## config.mk

```make
export PLATFORM = sky130hd
export DESIGN_NAME = id_ex_stage
export DESIGN_NICKNAME = d
export VERILOG_FILES = /design/src/rtl/id_ex_stage.sv
export SDC_FILE = /design/constraint.sdc
export NUM_CORES = 1
export LEC_CHECK = 0
export ABC_AREA = 1
export BUFFER_PORTS_ARGS = -buffer_cell sky130_fd_sc_hd__buf_2
export CORE_MARGIN = 1.5
export CORE_UTILIZATION = 50
export CTS_CLUSTER_SIZE = 30
export DETAILED_ROUTE_END_ITERATION = 16
export PLACE_DENSITY = 0.85
export SYNTH_ARGS = -nofsm -noshare
export SYNTH_HDL_FRONTEND = slang
export SYNTH_SLANG_ARGS = --single-unit
```

## constraint.sdc

```tcl
create_clock -name clk -period 2.4 [get_ports clk]
set_clock_uncertainty 0.1 [all_clocks]
set_input_delay 0.48 -clock clk [delete_from_list [all_inputs] [get_ports clk]]
set_output_delay 0.48 -clock clk [all_outputs]
set_load 0.005 [all_outputs]
```

## src/rtl/id_ex_stage.sv

```systemverilog
// -----------------------------------------------------------------------------
// id_ex_stage
//   ID/EX pipeline register of the 5-stage MIPS core.
//
//   The block captures the decoded operands and control from ID on each rising
//   edge. It resolves operand forwarding from EX/MEM and MEM/WB, and it drives
//   the ALU operands and ALU control directly. It also detects load-use hazards
//   (Stall holds PC and IF/ID) and inserts a bubble into EX on a stall, on a
//   branch flush, or when ID holds no valid instruction.
//
// Ports
//   clk, rst_n            rising-edge clock, asynchronous active-low reset
//   IdValid .. IdMemToReg decoded instruction from ID (data, register numbers,
//                         ALU control, control bits)
//   Flush                 branch taken in EX; squash the instruction in ID
//   MemRegWrite/MemRd/MemALUResult   EX/MEM forwarding source
//   WbRegWrite/WbRd/WbData           MEM/WB forwarding and write-through source
//   FirstOperand          ALU operand A (forwarded rs)
//   SecondOperand         ALU operand B (immediate or forwarded rt)
//   ALUcontrolinput       registered ALU operation code
//   ExStoreData           forwarded rt, used as store data
//   ExDest                registered destination register number
//   ExValid, ExRegWrite, ExMemRead, ExMemWrite, ExMemToReg   registered control
//   Stall                 load-use hazard; hold PC and IF/ID this cycle
// -----------------------------------------------------------------------------
module id_ex_stage #(
    parameter int DATA_W = 32,
    parameter int REG_W  = 5
) (
    input  logic              clk,
    input  logic              rst_n,
    input  logic              IdValid,
    input  logic [DATA_W-1:0] IdRsData,
    input  logic [DATA_W-1:0] IdRtData,
    input  logic [DATA_W-1:0] IdImm,
    input  logic [REG_W-1:0]  IdRs,
    input  logic [REG_W-1:0]  IdRt,
    input  logic [REG_W-1:0]  IdRd,
    input  logic              IdUsesRt,
    input  logic [3:0]        IdALUcontrol,
    input  logic              IdALUSrc,
    input  logic              IdRegDst,
    input  logic              IdRegWrite,
    input  logic              IdMemRead,
    input  logic              IdMemWrite,
    input  logic              IdMemToReg,
    input  logic              Flush,
    input  logic              MemRegWrite,
    input  logic [REG_W-1:0]  MemRd,
    input  logic [DATA_W-1:0] MemALUResult,
    input  logic              WbRegWrite,
    input  logic [REG_W-1:0]  WbRd,
    input  logic [DATA_W-1:0] WbData,
    output logic [DATA_W-1:0] FirstOperand,
    output logic [DATA_W-1:0] SecondOperand,
    output logic [3:0]        ALUcontrolinput,
    output logic [DATA_W-1:0] ExStoreData,
    output logic [REG_W-1:0]  ExDest,
    output logic              ExValid,
    output logic              ExRegWrite,
    output logic              ExMemRead,
    output logic              ExMemWrite,
    output logic              ExMemToReg,
    output logic              Stall
);

    // Registered operand state that is not directly visible on a port.
    logic              ex_alu_src;
    logic [REG_W-1:0]  ex_rs;
    logic [REG_W-1:0]  ex_rt;
    logic [DATA_W-1:0] ex_rs_data;
    logic [DATA_W-1:0] ex_rt_data;
    logic [DATA_W-1:0] ex_imm;

    logic              load_bubble;
    logic [DATA_W-1:0] cap_rs_data;
    logic [DATA_W-1:0] cap_rt_data;
    logic [DATA_W-1:0] fwd_rt;

    // A load in EX whose destination feeds the instruction in ID cannot be
    // forwarded in time, so the stage holds ID for one cycle. A flush kills
    // the ID instruction anyway, so the flush suppresses the stall.
    assign Stall = ExValid & ExMemRead & (ExDest != '0) & IdValid & ~Flush &
                   ((ExDest == IdRs) | (IdUsesRt & (ExDest == IdRt)));

    assign load_bubble = Flush | Stall | ~IdValid;

    // The register file is written in WB in the same cycle that ID reads it.
    // Take the value being written so the captured operand is not stale.
    assign cap_rs_data = (WbRegWrite && (WbRd != '0) && (WbRd == IdRs)) ? WbData : IdRsData;
    assign cap_rt_data = (WbRegWrite && (WbRd != '0) && (WbRd == IdRt)) ? WbData : IdRtData;

    // NOTE: sequential state uses non-blocking assignments only, so every
    // register samples the pre-edge values no matter how the blocks are ordered.
    // NOTE: the data registers are reset as well, even though a bubble may
    // leave them holding stale values. A reset must never let an old operand
    // reach the ALU outputs.
    always_ff @(posedge clk or negedge rst_n) begin
        if (!rst_n) begin
            ExValid         <= 1'b0;
            ExRegWrite      <= 1'b0;
            ExMemRead       <= 1'b0;
            ExMemWrite      <= 1'b0;
            ExMemToReg      <= 1'b0;
            ALUcontrolinput <= 4'd0;
            ExDest          <= '0;
            ex_alu_src      <= 1'b0;
            ex_rs           <= '0;
            ex_rt           <= '0;
            ex_rs_data      <= '0;
            ex_rt_data      <= '0;
            ex_imm          <= '0;
        end else if (load_bubble) begin
            // Only the bits that cause architectural side effects are cleared.
            // The operand fields keep their old values and are ignored.
            ExValid    <= 1'b0;
            ExRegWrite <= 1'b0;
            ExMemRead  <= 1'b0;
            ExMemWrite <= 1'b0;
            ExMemToReg <= 1'b0;
        end else begin
            ExValid         <= 1'b1;
            ExRegWrite      <= IdRegWrite;
            ExMemRead       <= IdMemRead;
            ExMemWrite      <= IdMemWrite;
            ExMemToReg      <= IdMemToReg;
            ALUcontrolinput <= IdALUcontrol;
            ExDest          <= IdRegDst ? IdRd : IdRt;
            ex_alu_src      <= IdALUSrc;
            ex_rs           <= IdRs;
            ex_rt           <= IdRt;
            ex_rs_data      <= cap_rs_data;
            ex_rt_data      <= cap_rt_data;
            ex_imm          <= IdImm;
        end
    end

    // Forwarding: the youngest producer (EX/MEM) wins over MEM/WB. Register 0
    // is hard-wired to zero and is never forwarded.
    // NOTE: each output gets its default value first, so no path through the
    // block leaves an output unassigned and no latch is inferred.
    always_comb begin
        FirstOperand = ex_rs_data;
        fwd_rt       = ex_rt_data;

        if (MemRegWrite && (MemRd != '0) && (MemRd == ex_rs)) begin
            FirstOperand = MemALUResult;
        end else if (WbRegWrite && (WbRd != '0) && (WbRd == ex_rs)) begin
            FirstOperand = WbData;
        end

        if (MemRegWrite && (MemRd != '0) && (MemRd == ex_rt)) begin
            fwd_rt = MemALUResult;
        end else if (WbRegWrite && (WbRd != '0) && (WbRd == ex_rt)) begin
            fwd_rt = WbData;
        end
    end

    assign SecondOperand = ex_alu_src ? ex_imm : fwd_rt;
    assign ExStoreData   = fwd_rt;

endmodule

```

# Word level (Yosys, flattened, before mapping)
# Index checks and enable logic that the tools add are counted.
# word_totals
register_bits,121
in_bits,202
out_inout_bits,111
# op_classes
n_eq_ne,8
n_mux,13
n_bitwise,11
n_reduce_logical,11
# op_table
cell,n
32-bit 2-to-1 mux,7
5-bit == test,8
5-bit nonzero test,3
1-bit logical AND,8
1-bit AND,6
1-bit 2-to-1 mux,5
5-bit 2-to-1 mux,1
1-bit OR,3
1-bit NOT,2

# Logic depth before layout (Yosys ltp)
# logic_depth
depth_word,8
depth_mapped,13
ltp_nobuf,11

# Worst setup path after synthesis
# Ideal clock, no wire load.
# synth_path
path_kind,input port to output port
startpoint,input WbRd[4]
endpoint,output ExStoreData[10]
arrival_ns,1.578
t_required_ns,1.820
slack_ns,0.242
path_stages,10
n_path_buf,2
path_cell_list,buf_2 > nor2_1 > nand3_2 > nand2_4 > nor2_2 > nand2_2 > buf_2 > nand2_1 > nand3_1 > and2_1
# synth_via
elab_chain_cells,5
word_cells_on_any_way,6
classes_between,eq/ne (1); mux (2); reduce/logical (3)
# synth_rtl
item,line,rtl
"start, declared",52,"input logic [REG_W-1:0] WbRd,"
5-bit nonzero test,154,end else if (WbRegWrite && (WbRd != '0) && (WbRd == ex_rt)) begin
1-bit logical AND,154,
1-bit logical AND (*),154,
32-bit 2-to-1 mux (*),154,
32-bit 2-to-1 mux (*),152,if (MemRegWrite && (MemRd != '0) && (MemRd == ex_rt)) begin
"end, declared",57,"output logic [DATA_W-1:0] ExStoreData,"
# Every way passes the cells marked *; elsewhere a longest branch is shown, timed or not.

# Worst setup path in the final report
# layout_path
startpoint,register ex_rt[0]
endpoint,output ExStoreData[19]
# layout_via
elab_chain_cells,4
word_cells_on_any_way,6
classes_between,eq/ne (2); mux (2); reduce/logical (2)
# layout_rtl
item,line,rtl
"start, declared",70,logic [REG_W-1:0] ex_rt;
"start signal, assigned",131,ex_rt <= IdRt;
5-bit == test,154,
1-bit logical AND,154,
32-bit 2-to-1 mux,154,
32-bit 2-to-1 mux (*),152,
# Marked as above.

==> results.cfg <==
[placed_design]
io_buffers = 312
gp_congestion = 0.920
dp_cells = 1819
pre_cts_slack_ns = -0.0838
dp_hpwl_mm = 21.8
place_area_sq_um = 10500

[floorplan]
ios = 313
core_sq_um = 16500
dieArea_sq_um = 17700
initial_core_util_pct = 51.2
rows = 47
fp.dieW_um = 133
fp.dieH_um = 133

[yosys]
synth_seq_cells = 121
synth_cell_types = 26
syn_inst = 1320
netlist_area_sq_um = 8460
ys_warn_count = 0
synth_seq_area_share_pct = 35.8
syn_avg_cell_area_sq_um = 6.41
synth_fp_nets = 1522

[critical_path]
crit_arrival_ns = 2.13
end_kind = primary output
reg2reg_slack_ns = 0.44
crit_type = reg -> out
crit_path_start = ex_rt[0]
start_kind = flip-flop
required_ns = 1.82
reg2reg_from = ExDest[2]
ff2ff_path_depth = 10
worstSetupEndpoint = ExStoreData[19]
r2r-end = ex_rt_data[1]
crit_fanout = 9

[clock_network]
cts_tree = yes
htreeDepth = 4
path_clk_slew_ns = 0.06
cts_root_buffer = clkbuf_16
clk_latency_ns = 0.42
numCtsBuffers = 17
cts_buffer_depth = 2
clock_sinks = 121

[sta]
slew_headroom_pct = 51.6
max_freq_ghz = 0.370
finalSetupTns_ns = -21.23
tightest_slew_ns = 0.727
hold_viol = 0
fin_ws_ns = -0.306
fin_crit_sh_pct = 113
slew_violations = 0
min_period_ns = 2.71
final-setup-viol-count = 96
rsz0062_at_grt = true

[pwr]
power_uw = 7670
ir_drop_v = 0.000560
power.density_nw_per_um2 = 620
leakage_uw = 0.00702

[finish]
area_growth_pct = 46.3
fin_cells = 1872
finalInstanceArea_sq_um = 12400
regArea_sq_um = 3030
drive_gt1_share_pct = 35.9
multi_input_area_sq_um = 5670
fill_cells = 1262
final_cell_mix = 614 x nand2_1, 305 x buf_2, 118 x dfrtp_1, 118 x nand3_1, 78 x nand3_2
final_common_cell = nand2_1
fin_nets = 1839

[grt]
grt_use_total_pct = 37.8
grt_pass1_wl_mm = 52.0
antenna_found_initial = 4
grt_pass1_vias = 9799
grt_max_degree = 122
grt-ovfl-total = 0

[detailed_routing]
drc_errors = 0
drt_iter0_markers = 1117
ant_nets = 0
routed_wl_mm = 35.6
via_per_inst = 5.67
wl_per_cell_um = 19.0
dr.pass1.iters = 7
vias = 10600

[run]
maxCapViolCount = 0

[run_status]
violations = setup timing
status = finished with violations

[worst_hold_path]
hold_path.class = in -> async
[metrics by stage]
stage / hold WS [ns] / utilization, %
finish: 0.00762 / 74.9
global route: 0.102 / 74.9
CTS: 0.0845 / 70.6
detailed placement: 0.364 / 63.6
global placement: 0.360 / 63.6
floorplan: 0.0844 / -
[report_power, final]
part / internal, uW / switching [uW]
Sequential: 2300 / 191
Clock: 1710 / 968
Combinational: 1080 / 1430
[cells in the mapped netlist]
master | number | share of area, %
inv_2 | 2 | 0.089
buf_1 | 4 | 0.18
nand2_1 | 674 | 30
buf_2 | 51 | 3.0
nand2_4 | 1 | 0.13
clkbuf_1 | 23 | 1.0
nand2_2 | 2 | 0.15
buf_4 | 7 | 0.62
a21oi_2 | 1 | 0.10
nand3_1 | 197 | 12
dfrtp_1 | 121 | 36
xor2_1 | 22 | 2.3
nand3_2 | 1 | 0.12
nor3_2 | 1 | 0.12
nor2_1 | 24 | 1.1
and2_1 | 32 | 2.4
nor3_4 | 3 | 0.58
nand3b_1 | 65 | 5.8
buf_6 | 1 | 0.13
nor3_1 | 4 | 0.24
nor2_2 | 1 | 0.074
inv_1 | 53 | 2.4
clkinv_1 | 1 | 0.044
xnor2_1 | 10 | 1.0
o21ai_0 | 18 | 1.1
nand4_1 | 1 | 0.074
[repair_timing]
item,in CTS,in global routing
gates resized for setup,91,145
cloned,5,6
endpoints found under the setup margin,96,96
endpoints found under the hold margin,0,0
setup buffers,5,5
pin swaps,15,29
hold buffers,0,0
[worst max-delay path: stages (launching register included)]
cell,delay (ns)
dfrtp_2,0.45
xnor2_2,0.15
nand2_1,0.13
nor3_4,0.20
buf_6,0.14
buf_12,0.14
buf_6,0.10
nand3b_1,0.10
and2_4,0.18
buf_6,0.10
[cell families after synthesis]
group           after synthesis  synth area share [%]
compound gates               19                  1.17
flops                       121                  35.8
simple gates               1006                  52.3
xor+xnor                     32                  3.31
buf+inv                     142                  7.46
[flip-flops by register name, indices dropped and copies added, names as in the netlist]
| register | count |
|---|---|
| ALUcontrolinput | 4 |
| ex_rt_data | 32 |
| ExMemWrite | 1 |
| ExMemToReg | 1 |
| ExDest | 5 |
| ex_alu_src | 1 |
| ex_imm | 32 |
| ex_rs | 5 |
| ExMemRead | 1 |
| ex_rt | 5 |
| ExValid | 1 |
| ex_rs_data | 32 |
| ExRegWrite | 1 |
[worst min path at each step]
stage                                    end  slack [ns]
final                              ExDest[0]       0.008
after global routing               ExDest[1]        0.10
after floorplan           ALUcontrolinput[0]        0.08
after global placement    ALUcontrolinput[3]        0.36
after detailed placement  ALUcontrolinput[1]        0.36
after CTS                          ExDest[0]        0.08
[cell type report]
cell class	count	share of cell area (%)
clock inverters	8	0.951
diodes	2	0.0404
multi-input cells	1057	45.8
repair buffers	384	20.8
well taps	220	2.22
clock buffers	24	3.89
flip-flops and latches	121	24.5
inverters	56	1.74
[per-layer routing]
| layer | track usage [%] | share of wire (%) | vias up |
|---|---|---|---|
| met5 | 0 | 0.036 | - |
| met4 | 16.8 | 4.4 | 2 |
| met3 | 7.36 | 12 | 153 |
| met2 | 62.3 | 47 | 788 |
| met1 | 48.4 | 37 | 4873 |
| li1 | - | - | 4792 |
(Power assumes the default switching activity.)
